$ cat config.mk
export PLATFORM = sky130hd
export DESIGN_NAME = dmem_arbiter_flat
export DESIGN_NICKNAME = d
export VERILOG_FILES = /design/src/rtl/dmem_arbiter_pkg.sv /design/src/rtl/dmem_arbiter_if.sv /design/src/rtl/dmem_arbiter_rr_arbiter.sv /design/src/rtl/dmem_arbiter.sv /design/src/flat_wrapper.sv
export SDC_FILE = /design/constraint.sdc
export NUM_CORES = 1
export LEC_CHECK = 0
export ABC_AREA = 1
export BUFFER_PORTS_ARGS = -buffer_cell sky130_fd_sc_hd__buf_4
export CAP_MARGIN = 20
export CORE_MARGIN = 2
export CORE_UTILIZATION = 46
export CTS_BUF_LIST = sky130_fd_sc_hd__clkbuf_8
export DETAILED_ROUTE_END_ITERATION = 16
export PLACE_DENSITY = 0.84
export SLEW_MARGIN = 10
export SYNTH_ARGS = -nofsm -noshare
export SYNTH_HDL_FRONTEND = slang
export SYNTH_SLANG_ARGS = --single-unit
$ cat constraint.sdc
create_clock -name clk -period 1.7 [get_ports clk]
set_input_delay 0.34 -clock clk [delete_from_list [all_inputs] [get_ports clk]]
set_output_delay 0.34 -clock clk [all_outputs]
set_load 0.01 [all_outputs]
$ cat src/rtl/dmem_arbiter_pkg.sv
`default_nettype none
// +-----------------------------------------------------------------------+
// | Package : dmem_arb_pkg                                                |
// | Purpose : Shared state encoding and default geometry for the          |
// |           data-memory arbiter slice.                                  |
// | Contents: state_t (IDLE/ACCESS), default DEPTH/AW/DW/NREQ constants.  |
// | Revision: 1.0 - initial release                                       |
// +-----------------------------------------------------------------------+
package dmem_arb_pkg;

  localparam int c_depth_default = 128;
  localparam int c_aw_default    = 32;
  localparam int c_dw_default    = 32;
  localparam int c_nreq_default  = 2;

  typedef enum logic [0:0] {
    ST_IDLE   = 1'b0,
    ST_ACCESS = 1'b1
  } state_t;

endpackage
`default_nettype wire

$ cat src/rtl/dmem_arbiter_if.sv
`default_nettype none
// +-----------------------------------------------------------------------+
// | Interface : dmem_arbiter_if                                           |
// | Purpose   : Bundles the requester-side handshake and the memory-side  |
// |             bus of the data-memory arbiter.                           |
// | Modports  : slave  - the arbiter (takes requests, drives memory)      |
// |             master - requesters plus memory (drive requests/mem_dout)|
// | Signals   : req/we_i/adr_i/din_i  per-requester request fields        |
// |             gnt/rvalid/rdata/err  per-requester responses             |
// |             mem_we/mem_adr/mem_din/mem_dout  memory port              |
// | Revision  : 1.0 - initial release                                     |
// +-----------------------------------------------------------------------+
interface dmem_arbiter_if
  import dmem_arb_pkg::*;
#(
  parameter int NREQ = c_nreq_default,
  parameter int AW   = c_aw_default,
  parameter int DW   = c_dw_default
);

  logic [NREQ-1:0]    req;
  logic [NREQ-1:0]    we_i;
  logic [NREQ*AW-1:0] adr_i;
  logic [NREQ*DW-1:0] din_i;
  logic [NREQ-1:0]    gnt;
  logic [NREQ-1:0]    rvalid;
  logic [DW-1:0]      rdata;
  logic               err;
  logic               mem_we;
  logic [AW-1:0]      mem_adr;
  logic [DW-1:0]      mem_din;
  logic [DW-1:0]      mem_dout;

  modport slave (
    input  req, we_i, adr_i, din_i, mem_dout,
    output gnt, rvalid, rdata, err, mem_we, mem_adr, mem_din
  );

  modport master (
    output req, we_i, adr_i, din_i, mem_dout,
    input  gnt, rvalid, rdata, err, mem_we, mem_adr, mem_din
  );

endinterface
`default_nettype wire

$ cat src/rtl/dmem_arbiter_rr_arbiter.sv
`default_nettype none
// +-----------------------------------------------------------------------+
// | Module  : rr_arbiter                                                  |
// | Purpose : Combinational round-robin pick. Searches req starting at    |
// |           index ptr, wrapping around, and returns a one-hot grant.    |
// | Ports   : req   [NREQ] request vector                                 |
// |           ptr   [PW]   index with highest priority this round         |
// |           grant [NREQ] one-hot winner (all zero when req is zero)     |
// | Revision: 1.0 - initial release                                       |
// +-----------------------------------------------------------------------+
module rr_arbiter
  import dmem_arb_pkg::*;
#(
  parameter int NREQ = c_nreq_default,
  parameter int PW   = (NREQ > 1) ? $clog2(NREQ) : 1
) (
  input  logic [NREQ-1:0] req,
  input  logic [PW-1:0]   ptr,
  output logic [NREQ-1:0] grant
);

  logic w_found;

  // Two passes: first the indices at or above ptr, then the wrapped ones
  // below it. This gives the rotated priority without a barrel shifter.
  always_comb begin
    grant   = '0;
    w_found = 1'b0;
    for (int j = 0; j < NREQ; j++) begin
      if (!w_found && req[j] && (j >= int'(ptr))) begin
        grant[j] = 1'b1;
        w_found  = 1'b1;
      end
    end
    for (int j = 0; j < NREQ; j++) begin
      if (!w_found && req[j] && (j < int'(ptr))) begin
        grant[j] = 1'b1;
        w_found  = 1'b1;
      end
    end
  end

endmodule
`default_nettype wire

$ cat src/rtl/dmem_arbiter.sv
`default_nettype none
// +-----------------------------------------------------------------------+
// | Module  : dmem_arbiter                                                |
// | Purpose : Round-robin arbiter sharing one data memory between NREQ    |
// |           requesters (index 0 = CPU). Each access takes one IDLE      |
// |           arbitration cycle and one ACCESS cycle.                     |
// | Ports   : clk    clock, rising edge                                   |
// |           rst_n  asynchronous active-low reset                        |
// |           bus    dmem_arbiter_if.slave (requests, responses, memory)  |
// | Revision: 1.0 - initial release                                       |
// +-----------------------------------------------------------------------+
module dmem_arbiter
  import dmem_arb_pkg::*;
#(
  parameter int DEPTH = c_depth_default,
  parameter int AW    = c_aw_default,
  parameter int DW    = c_dw_default,
  parameter int NREQ  = c_nreq_default
) (
  input  logic           clk,
  input  logic           rst_n,
  dmem_arbiter_if.slave  bus
);

  localparam int           PW      = (NREQ > 1) ? $clog2(NREQ) : 1;
  localparam logic [AW:0]  c_depth = (AW+1)'(DEPTH);
  localparam logic [PW-1:0] c_last = PW'(NREQ - 1);

  state_t          r_state;
  state_t          w_state_next;
  logic [PW-1:0]   r_ptr;
  logic [PW-1:0]   r_win;
  logic            r_we;
  logic            r_in_range;

  logic [NREQ-1:0] w_grant;
  logic [PW-1:0]   w_win;
  logic [AW-1:0]   w_adr;
  logic [DW-1:0]   w_din;
  logic            w_we;
  logic            w_in_range;
  logic            w_start;

  rr_arbiter #(
    .NREQ (NREQ),
    .PW   (PW)
  ) u_rr (
    .req   (bus.req),
    .ptr   (r_ptr),
    .grant (w_grant)
  );

  // Steer the winning requester's fields out of the packed request buses.
  always_comb begin
    w_win = '0;
    w_adr = '0;
    w_din = '0;
    w_we  = 1'b0;
    for (int j = 0; j < NREQ; j++) begin
      if (w_grant[j]) begin
        w_win = PW'(j);
        w_adr = bus.adr_i[j*AW +: AW];
        w_din = bus.din_i[j*DW +: DW];
        w_we  = bus.we_i[j];
      end
    end
  end

  assign w_in_range = ({1'b0, w_adr} < c_depth);
  assign w_start    = (r_state == ST_IDLE) && (|bus.req);

  always_comb begin
    w_state_next = r_state;
    case (r_state)
      ST_IDLE:   if (|bus.req) w_state_next = ST_ACCESS;
      ST_ACCESS: w_state_next = ST_IDLE;
      default:   w_state_next = ST_IDLE;
    endcase
  end

  // All response/strobe outputs are flops so nothing on the memory or
  // requester side sees a combinational path from req.
  always_ff @(posedge clk or negedge rst_n) begin
    if (!rst_n) begin
      r_state     <= ST_IDLE;
      r_ptr       <= '0;
      r_win       <= '0;
      r_we        <= 1'b0;
      r_in_range  <= 1'b0;
      bus.gnt     <= '0;
      bus.rvalid  <= '0;
      bus.err     <= 1'b0;
      bus.rdata   <= '0;
      bus.mem_we  <= 1'b0;
      bus.mem_adr <= '0;
      bus.mem_din <= '0;
    end else begin
      r_state    <= w_state_next;
      bus.gnt    <= '0;
      bus.rvalid <= '0;
      bus.err    <= 1'b0;
      bus.mem_we <= 1'b0;

      if (w_start) begin
        r_win       <= w_win;
        r_we        <= w_we;
        r_in_range  <= w_in_range;
        bus.mem_adr <= w_adr;
        bus.mem_din <= w_din;
        bus.gnt     <= w_grant;
        bus.mem_we  <= w_we & w_in_range;
        bus.err     <= ~w_in_range;
      end

      if (r_state == ST_ACCESS) begin
        r_ptr <= (r_win == c_last) ? '0 : r_win + PW'(1);
        if (!r_we) begin
          // gnt still holds the winner's one-hot during ACCESS.
          bus.rvalid <= bus.gnt;
          bus.rdata  <= r_in_range ? bus.mem_dout : '0;
        end
      end
    end
  end

endmodule
`default_nettype wire

$ cat src/flat_wrapper.sv
// flat-port wrapper written by rule: the top's interface ports become plain ports
module dmem_arbiter_flat import dmem_arb_pkg::*;
#(
  parameter int DEPTH = c_depth_default,
  parameter int AW    = c_aw_default,
  parameter int DW    = c_dw_default,
  parameter int NREQ  = c_nreq_default
)
  (clk, rst_n, bus_req, bus_we_i, bus_adr_i, bus_din_i, bus_mem_dout, bus_gnt, bus_rvalid, bus_rdata, bus_err, bus_mem_we, bus_mem_adr, bus_mem_din);
  dmem_arbiter_if #(.NREQ(NREQ), .AW(AW), .DW(DW)) bus_i ();
  input  logic clk;
  input  logic rst_n;
  input wire logic [$bits(bus_i.req)-1:0] bus_req;
  input wire logic [$bits(bus_i.we_i)-1:0] bus_we_i;
  input wire logic [$bits(bus_i.adr_i)-1:0] bus_adr_i;
  input wire logic [$bits(bus_i.din_i)-1:0] bus_din_i;
  input wire logic [$bits(bus_i.mem_dout)-1:0] bus_mem_dout;
  output wire logic [$bits(bus_i.gnt)-1:0] bus_gnt;
  output wire logic [$bits(bus_i.rvalid)-1:0] bus_rvalid;
  output wire logic [$bits(bus_i.rdata)-1:0] bus_rdata;
  output wire logic [$bits(bus_i.err)-1:0] bus_err;
  output wire logic [$bits(bus_i.mem_we)-1:0] bus_mem_we;
  output wire logic [$bits(bus_i.mem_adr)-1:0] bus_mem_adr;
  output wire logic [$bits(bus_i.mem_din)-1:0] bus_mem_din;
  assign bus_i.req = bus_req;
  assign bus_i.we_i = bus_we_i;
  assign bus_i.adr_i = bus_adr_i;
  assign bus_i.din_i = bus_din_i;
  assign bus_i.mem_dout = bus_mem_dout;
  assign bus_gnt = bus_i.gnt;
  assign bus_rvalid = bus_i.rvalid;
  assign bus_rdata = bus_i.rdata;
  assign bus_err = bus_i.err;
  assign bus_mem_we = bus_i.mem_we;
  assign bus_mem_adr = bus_i.mem_adr;
  assign bus_mem_din = bus_i.mem_din;
  dmem_arbiter #(.DEPTH(DEPTH), .AW(AW), .DW(DW), .NREQ(NREQ)) u_core (.clk(clk), .rst_n(rst_n), .bus(bus_i));
endmodule
==> results of run 1 <==
-- through the flow --
step / hold slack [ps] / cells
2_1_floorplan: 44.4 / 549
3_3_place_gp: 451 / 917
3_5_place_dp: 462 / 917
4_1_cts: 50.5 / 933
5_1_grt: 50.5 / 935
6_report: -0.292 / 935
-- logic make-up (layout without fill, tap and decap cells) --
| group | count (synthesis) | in the layout |
|---|---|---|
| buffers and inverters | 55 | 304 |
| AO/OA/AOI/OAI | 102 | 102 |
| AND/OR/NAND/NOR | 285 | 286 |
| flip-flops | 107 | 107 |
-- synthesized netlist by cell type, drive strengths merged --
| master | instances | area share (%) |
|---|---|---|
| a21oi | 2 | 0.52 |
| a221oi | 39 | 7.0 |
| a22oi | 1 | 0.15 |
| a31oi | 22 | 2.8 |
| buf | 26 | 3.4 |
| clkbuf | 19 | 1.5 |
| dfrtp | 107 | 55 |
| inv | 10 | 0.77 |
| nand2 | 86 | 6.9 |
| nand3 | 74 | 7.7 |
| nand3b | 2 | 0.31 |
| nand4 | 1 | 0.13 |
| nor2 | 121 | 9.5 |
| nor3 | 1 | 0.21 |
| o21ai | 38 | 3.9 |
-- power groups by stage --
stage | registers, mW | clock network (mW) | logic (mW)
floorplan | 3.33 | 0 | 0.859
global placement | 3.17 | 0 | 2.15
detailed placement | 3.19 | 0 | 2.20
CTS | 3.14 | 1.56 | 2.20
global route | 3.20 | 1.67 | 2.43
finish | 3.15 | 1.54 | 2.24
-- sequential cells by signal, indices dropped and copies added (netlist names), 2 cells and up --
register            cells
u_core.bus.mem_adr     32
u_core.bus.mem_din     32
u_core.bus.rdata       32
u_core.bus.gnt          2
u_core.bus.rvalid       2
-- placed cells by master, fill, tap and decap left out, types with 2 or more instances in the layout --
cell type	instances
nand3_1	73
inv_2	5
nor2_1	118
nand3b_1	2
clkinv_4	4
dfrtp_1	106
inv_8	3
a31oi_1	22
clkbuf_8	9
a21oi_4	2
buf_4	272
nor2_2	2
nand2_1	82
nand2_4	3
o21ai_1	4
buf_12	5
o21ai_0	34
a221oi_1	39
inv_1	4
-- repair_timing --
action | 4_1_cts | 5_1_grt
buffers inserted | 0 | 1
gates resized for setup | 1 | 11
pin swaps | 0 | 2
gates cloned | 0 | 1
setup endpoints to repair | 32 | 3
-- worst reg2reg max path, stage by stage (launching register included) --
cell,delay (ps)
dfrtp_2,470
clkinv_4,110
nand2_4,110
nand3_1,120
nand2_1,60
nor2_1,100
nand2_1,70
nor2_2,160
nand2_2,90
nor2_1,110
nor2_1,50
-- layer usage --
layer | up-vias | part of all wire [%] | global-route usage [%]
met2 | 262 | 51 | 45.5
met1 | 2493 | 39 | 34.3
met5 | - | 0 | 0
li1 | 2383 | - | -
met3 | 26 | 7.9 | 4.98
met4 | 0 | 2.1 | 8.63
-- final cells by class --
class | instances | area (um^2) | share of cell area (%)
Sequential cell | 107 | 2680 | 37.3
Clock buffer | 9 | 124 | 1.72
Timing Repair Buffer | 278 | 2160 | 30.0
Multi-Input combinational cell | 388 | 1950 | 27.1
Clock inverter | 7 | 67.6 | 0.940
Inverter | 10 | 42.5 | 0.592
Tap cell | 136 | 170 | 2.37
-- worst min path at each step --
stage / from / endpoint / slack [ps] / cells past startpoint
2_1_floorplan: rst_n / u_core.bus.err / 40 / 0
3_3_place_gp: u_core.r_win / u_core.r_ptr / 450 / 1
3_5_place_dp: rst_n / u_core.bus.mem_din[12] / 460 / 2
4_1_cts: rst_n / u_core.bus.mem_din[12] / 50 / 2
5_1_grt: rst_n / u_core.bus.mem_din[12] / 50 / 2
6_report: rst_n / u_core.bus.mem_din[12] / -0.3 / 2
==> impl_metrics.py, run 1 <==
metrics = {
    "power_and_ir_drop": {
        "power_switching_mw": 2.40,
        "p_leak_nw": 3.74,
        "p_seq_share_pct": 45.5,
        "finalPower_mw": 6.93,
        "combPwrFrac_pct": 32.3,
        "ir_drop_mv": 0.539,
        "power.density_mw_per_mm2": 964,
        "swShare_pct": 34.6,
        "p_int_mw": 4.54,
        "clock_power_share_pct": 22.2,
    },
    "clocking": {
        "clk_latency_ps": 370,
        "cts_tree": "yes",
        "cts_buffer_depth": 2,
        "cts-root-buf": "clkbuf_8",
        "path_clk_slew_ps": 110,
        "cts_buffers": 9,
        "cts_hold_buf": 0,
        "h-tree-depth": 3,
        "clock_sinks": 107,
    },
    "setup_path": {
        "cp.depth": 10,
        "r2r-start": "u_core.r_ptr",
        "end_kind": "register",
        "cpMostUsedCell": "nor2_1",
        "crit_slowest_cell": "dfrtp_2",
        "endpoint": "u_core.bus.err",
        "critPathKind": "register to register",
        "critPathBufInv": 1,
        "max_stage_delay_ps": 470,
        "arrival_ps": 1800,
        "critical_path_required_ps": 1930,
        "crit_family": "simple AND/OR/NAND/NOR gates",
        "path_cells": "clkinv_4, nand2_4, nand3_1, nand2_1, nor2_1, nand2_1, nor2_2, nand2_2, nor2_1, nor2_1",
        "reg2reg_depth": 10,
        "worstReg2RegEnd": "u_core.bus.err",
        "startpoint_type": "register",
        "r2r_setup_slack_ps": 130,
        "crit_start": "u_core.r_ptr",
        "crit_fanout": 11,
    },
    "synth": {
        "seq_area_frac_synth_pct": 55.2,
        "synthCells": 549,
        "syn_area_mm2": 0.00485,
        "synth_top_family_by_area": "simple AND/OR/NAND/NOR gates",
        "synth_compound_gate_area_share_pct": 14.5,
        "muxShareOfSynthArea_pct": 0,
        "synth.distinct_cells": 25,
        "synthAdderAreaFrac_pct": 0,
        "synthSimpleGateAreaFrac_pct": 24.7,
        "synthesis.nets": 715,
        "syn_avg_cell_area_um2": 8.84,
        "synthXorXnorAreaFrac_pct": 0,
        "ys_seq_elements": 107,
        "ys_warn_count": 0,
    },
    "timing": {
        "period_needed_ps": 1570,
        "fin_tns_setup_ps": 0,
        "hold_viol": 1,
        "clock_skew_ps": 16.8,
        "slew_headroom_pct": 45.9,
        "rsz0062_at_grt": "false",
        "fmax_ghz": 0.638,
        "worst_pin_slew_ps": 810,
        "setup_viol": 0,
        "min_period_over_period_pct": 92.3,
        "slew_viol_final": 0,
        "holdWs_ps": -0.292,
        "fin_ws_ps": 131,
    },
    "global_route": {
        "grt_max_degree": 108,
        "overflow": 0,
        "grt_pass1_vias": 4919,
        "gr-usage-all-layers_pct": 26.6,
        "antenna_found_initial": 0,
        "grt_pass1_wl_um": 23900,
    },
    "layout": {
        "drive_gt1_share_pct": 39.2,
        "fin_nets": 960,
        "syn2layout_area_growth_pct": 48.2,
        "fin_util_pct": 70.0,
        "antenna_cells": 0,
        "fillers": 818,
        "fin_area_mm2": 0.00719,
    },
    "run_status": {
        "status": "finished with violations",
        "violations": "hold timing",
    },
    "placement": {
        "routabilityCongestion": 0.878,
        "place_area_mm2": 0.00694,
        "hpwl_um": 11300,
        "io_buffers": 267,
        "pre_cts_ws_ps": -125,
    },
    "routing": {
        "totalWireLength_um": 15600,
        "viasPerCell": 5.52,
        "vias": 5164,
        "wire_per_inst_um": 16.7,
        "antenna_left": 0,
        "drc": 0,
        "drt-initial-drc-count": 481,
        "first_pass_iters": 7,
    },
    "die": {
        "ios": 268,
        "die_y_um": 107,
        "die_area_mm2": 0.0114,
        "core.rowCount": 37,
        "die_w_um": 107,
        "initial_utilization_pct": 47.2,
        "core-area_mm2": 0.0103,
    },
    "job": {
        "max_cap_violations": 0,
    },
    "min_path": {
        "hold_class": "primary input to async pin",
    },
}
Power figures use the tool's default switching activity.
==> inputs of run 2 (changes only) <==
--- a/config.mk
+++ b/config.mk
@@ -9,11 +9,12 @@
 export BUFFER_PORTS_ARGS = -buffer_cell sky130_fd_sc_hd__buf_4
 export CAP_MARGIN = 20
 export CORE_MARGIN = 2
-export CORE_UTILIZATION = 46
+export CORE_UTILIZATION = 40
 export CTS_BUF_LIST = sky130_fd_sc_hd__clkbuf_8
 export DETAILED_ROUTE_END_ITERATION = 16
-export PLACE_DENSITY = 0.84
+export PLACE_DENSITY = 0.75
 export SLEW_MARGIN = 10
 export SYNTH_ARGS = -nofsm -noshare
 export SYNTH_HDL_FRONTEND = slang
+export SYNTH_HIERARCHICAL = 1
 export SYNTH_SLANG_ARGS = --single-unit
==> run 2 against run 1 <==
Net effect:
- the run ends with setup timing left
- count of clock-buffer cells in the layout unchanged
- maximum frequency decreased by 9.8%
- design area increased by 5.3%
- via count decreased by 2.1%
- die area increased by 14%
- non-clock buffer count increased by 25
- combinational power about the same
- worst hold slack improved by 200 ps
- critical path type unchanged
- largest power group unchanged
==> impl_metrics.py, run 2 <==
metrics = {
    "setup_path": {
        "arrival_ps": 2040,
        "critPathKind": "register to register",
        "startpoint_type": "register",
        "crit_fanout": 5,
        "critPathBufInv": 4,
        "r2r-start": "u_core/r_ptr",
        "path_cells": "inv_2, a21oi_4, buf_12, clkbuf_16, buf_4, nand2_1, o21ai_2, nor2_1, nand3_2, nor2_4, nand2_2, nor2_2",
        "crit_slowest_cell": "dfrtp_1",
        "r2r_setup_slack_ps": -40,
        "crit_family": "simple AND/OR/NAND/NOR gates",
        "worstReg2RegEnd": "u_core/bus.mem_we",
        "reg2reg_depth": 12,
        "max_stage_delay_ps": 410,
        "critical_path_required_ps": 2000,
        "end_kind": "register",
    },
    "synth": {
        "synthesis.nets": 732,
        "seq_area_frac_synth_pct": 55.3,
        "syn_avg_cell_area_um2": 8.55,
        "yosys.area.top_type": "dfrtp_1",
        "synthFlopType": "dfrtp_1",
        "async_reset_ff_share_pct": 100,
        "synth.distinct_cells": 23,
        "synth_edf_count": 0,
        "synth_top_area_share_pct": 55.3,
        "synthTopCellsByArea": "dfrtp_1 55%, nand2_1 13%, o21ai_0 9.4%",
        "syn_area_mm2": 0.00484,
        "ys_warn_count": 6,
        "synth_most_common_cell": "nand2_1",
        "ys_seq_elements": 107,
        "synthCells": 566,
        "synthTopCellsByCount": "164 x nand2_1, 107 x dfrtp_1, 91 x o21ai_0, 43 x nor2_1",
    },
    "power_and_ir_drop": {
        "power.density_mw_per_mm2": 915,
        "finalPower_mw": 6.93,
        "p_leak_nw": 4.04,
        "ir_drop_mv": 0.407,
    },
    "die": {
        "core-area_mm2": 0.0119,
        "die_y_um": 114,
        "core.rowCount": 40,
        "ios": 268,
        "die_area_mm2": 0.0130,
        "initial_utilization_pct": 40.6,
        "die_w_um": 114,
    },
    "timing": {
        "holdWs_ps": 196,
        "min_period_over_period_pct": 102,
        "fin_tns_setup_ps": -43.5,
        "worst_pin_slew_ps": 1100,
        "slew_viol_final": 0,
        "clock_skew_ps": 5.21,
        "rsz0062_at_grt": "true",
        "slew_headroom_pct": 26.7,
        "fmax_ghz": 0.575,
        "hold_viol": 0,
        "setup_viol": 2,
        "period_needed_ps": 1740,
        "fin_ws_ps": -38.7,
    },
    "global_route": {
        "overflow": 0,
        "grt_pass1_wl_um": 23900,
        "grt_max_degree": 73,
        "grt_pass1_vias": 4807,
        "antenna_found_initial": 0,
        "gr-usage-all-layers_pct": 23.3,
    },
    "run_status": {
        "violations": "setup timing",
        "status": "finished with violations",
    },
    "layout": {
        "syn2layout_area_growth_pct": 56.4,
        "drive_gt1_share_pct": 41.9,
        "antenna_cells": 0,
        "most-common-layout-cells": "286 x buf_4, 155 x nand2_1, 107 x dfrtp_1, 81 x o21ai_0, 39 x a22oi_1",
        "fin_nets": 1003,
        "largest_registers": "u_core/bus.mem_adr: 32 flops, u_core/bus.mem_din: 32 flops, u_core/bus.rdata: 32 flops",
        "fin_util_pct": 63.6,
        "fillers": 1042,
        "mostFrequentLayoutCell": "buf_4",
    },
    "clocking": {
        "cts_buffer_depth": 2,
        "cts-root-buf": "clkbuf_8",
        "cts_buffers": 9,
        "clk_latency_ps": 370,
        "cts_tree": "yes",
        "h-tree-depth": 3,
        "path_clk_slew_ps": 100,
        "clock_sinks": 107,
    },
    "routing": {
        "vias": 5057,
        "totalWireLength_um": 15800,
        "antenna_left": 0,
        "drc": 0,
        "wire_per_inst_um": 16.0,
        "first_pass_iters": 5,
        "viasPerCell": 5.11,
        "drt-initial-drc-count": 442,
    },
    "min_path": {
        "hold_start": "bus_mem_dout[4]",
        "holdPathEnd": "u_core/bus.rdata[4]",
        "hold_depth": 3,
        "hold_class": "primary input to register",
    },
    "placement": {
        "io_buffers": 267,
        "routabilityCongestion": 0.820,
        "hpwl_um": 11500,
        "pre_cts_ws_ps": -244,
    },
    "job": {
        "max_cap_violations": 0,
    },
}
## run 2: cell types whose count changed in the layout (fill, tap and decap cells not counted), moves of 8 or more
| cell | change |
|---|---|
| o21ai_0 | +47 |
| nor2_2 | +10 |
| buf_4 | +14 |
| a31oi_1 | -14 |
| a221oi_1 | -39 |
| a22oi_1 | +38 |
| nand3_1 | -37 |
| inv_1 | +16 |
| nor2_1 | -88 |
| nand2_1 | +73 |
| nand2_2 | +8 |
## run 2: cell families after synthesis
group	count (synthesis)	share of synthesized area, %
simple gates	250	20.7
compound gates	145	17.6
flops	107	55.3
buf+inv	64	6.33
## run 2: how the worst max path moves through the flow
stage	startpoint	to	slack [ps]	depth (start not counted)
after floorplan	u_core/r_ptr	u_core/bus.mem_adr[0]	260	8
after global placement	bus_req[0]	u_core/bus.mem_we	-140	11
after detailed placement	bus_req[0]	u_core/bus.mem_din[27]	-240	7
after CTS	u_core/r_ptr	u_core/bus.mem_we	-70	13
after global routing	u_core/r_ptr	u_core/bus.mem_we	-160	12
final	u_core/r_ptr	u_core/bus.mem_we	-40	12
## run 2: per-layer routing
layer	wire, um	track usage (%)	up-vias
li1	-	-	2430
met1	6400	29.2	2388
met2	7990	40.3	221
met3	1170	4.94	18
met4	259	7.56	0
met5	0	0	-
## run 2: tightest hold or removal path, stage by stage
cell	delay, ps
buf_4	80
nand3_1	60
nand2_1	50
## run 2: power breakdown
group / total, mW / internal (mW) / leakage, nW / switching, mW
logic: 2.24 / 1.11 / 2.53 / 1.14
clock network: 1.59 / 0.695 / 0.102 / 0.898
registers: 3.09 / 2.88 / 1.41 / 0.211
## run 2: repair_timing
| action | in CTS | in global routing |
|---|---|---|
| gates resized for setup | 13 | 42 |
| buffers inserted | 9 | 2 |
| setup endpoints to repair | 33 | 34 |
| hold endpoints to repair | 17 | 0 |
| hold buffers | 1 | 0 |
| gates cloned | 2 | 2 |
| pin swaps | 4 | 18 |
## run 2: layout make-up
cell class	count	area, um^2	share of cell area [%]
clock buffer	9	124	1.64
multi-input combinational	395	1970	26.0
sequential	107	2680	35.4
inverter	21	81.3	1.07
tap	147	184	2.43
clock inverter	7	76.3	1.01
timing repair buffer	303	2460	32.5
## run 2: stage by stage
step | cell area, um^2 | std cells
5_1_grt | 7570 | 989
3_3_place_gp | 7030 | 958
3_5_place_dp | 7030 | 958
2_1_floorplan | 4840 | 566
4_1_cts | 7420 | 986
6_report | 7570 | 989
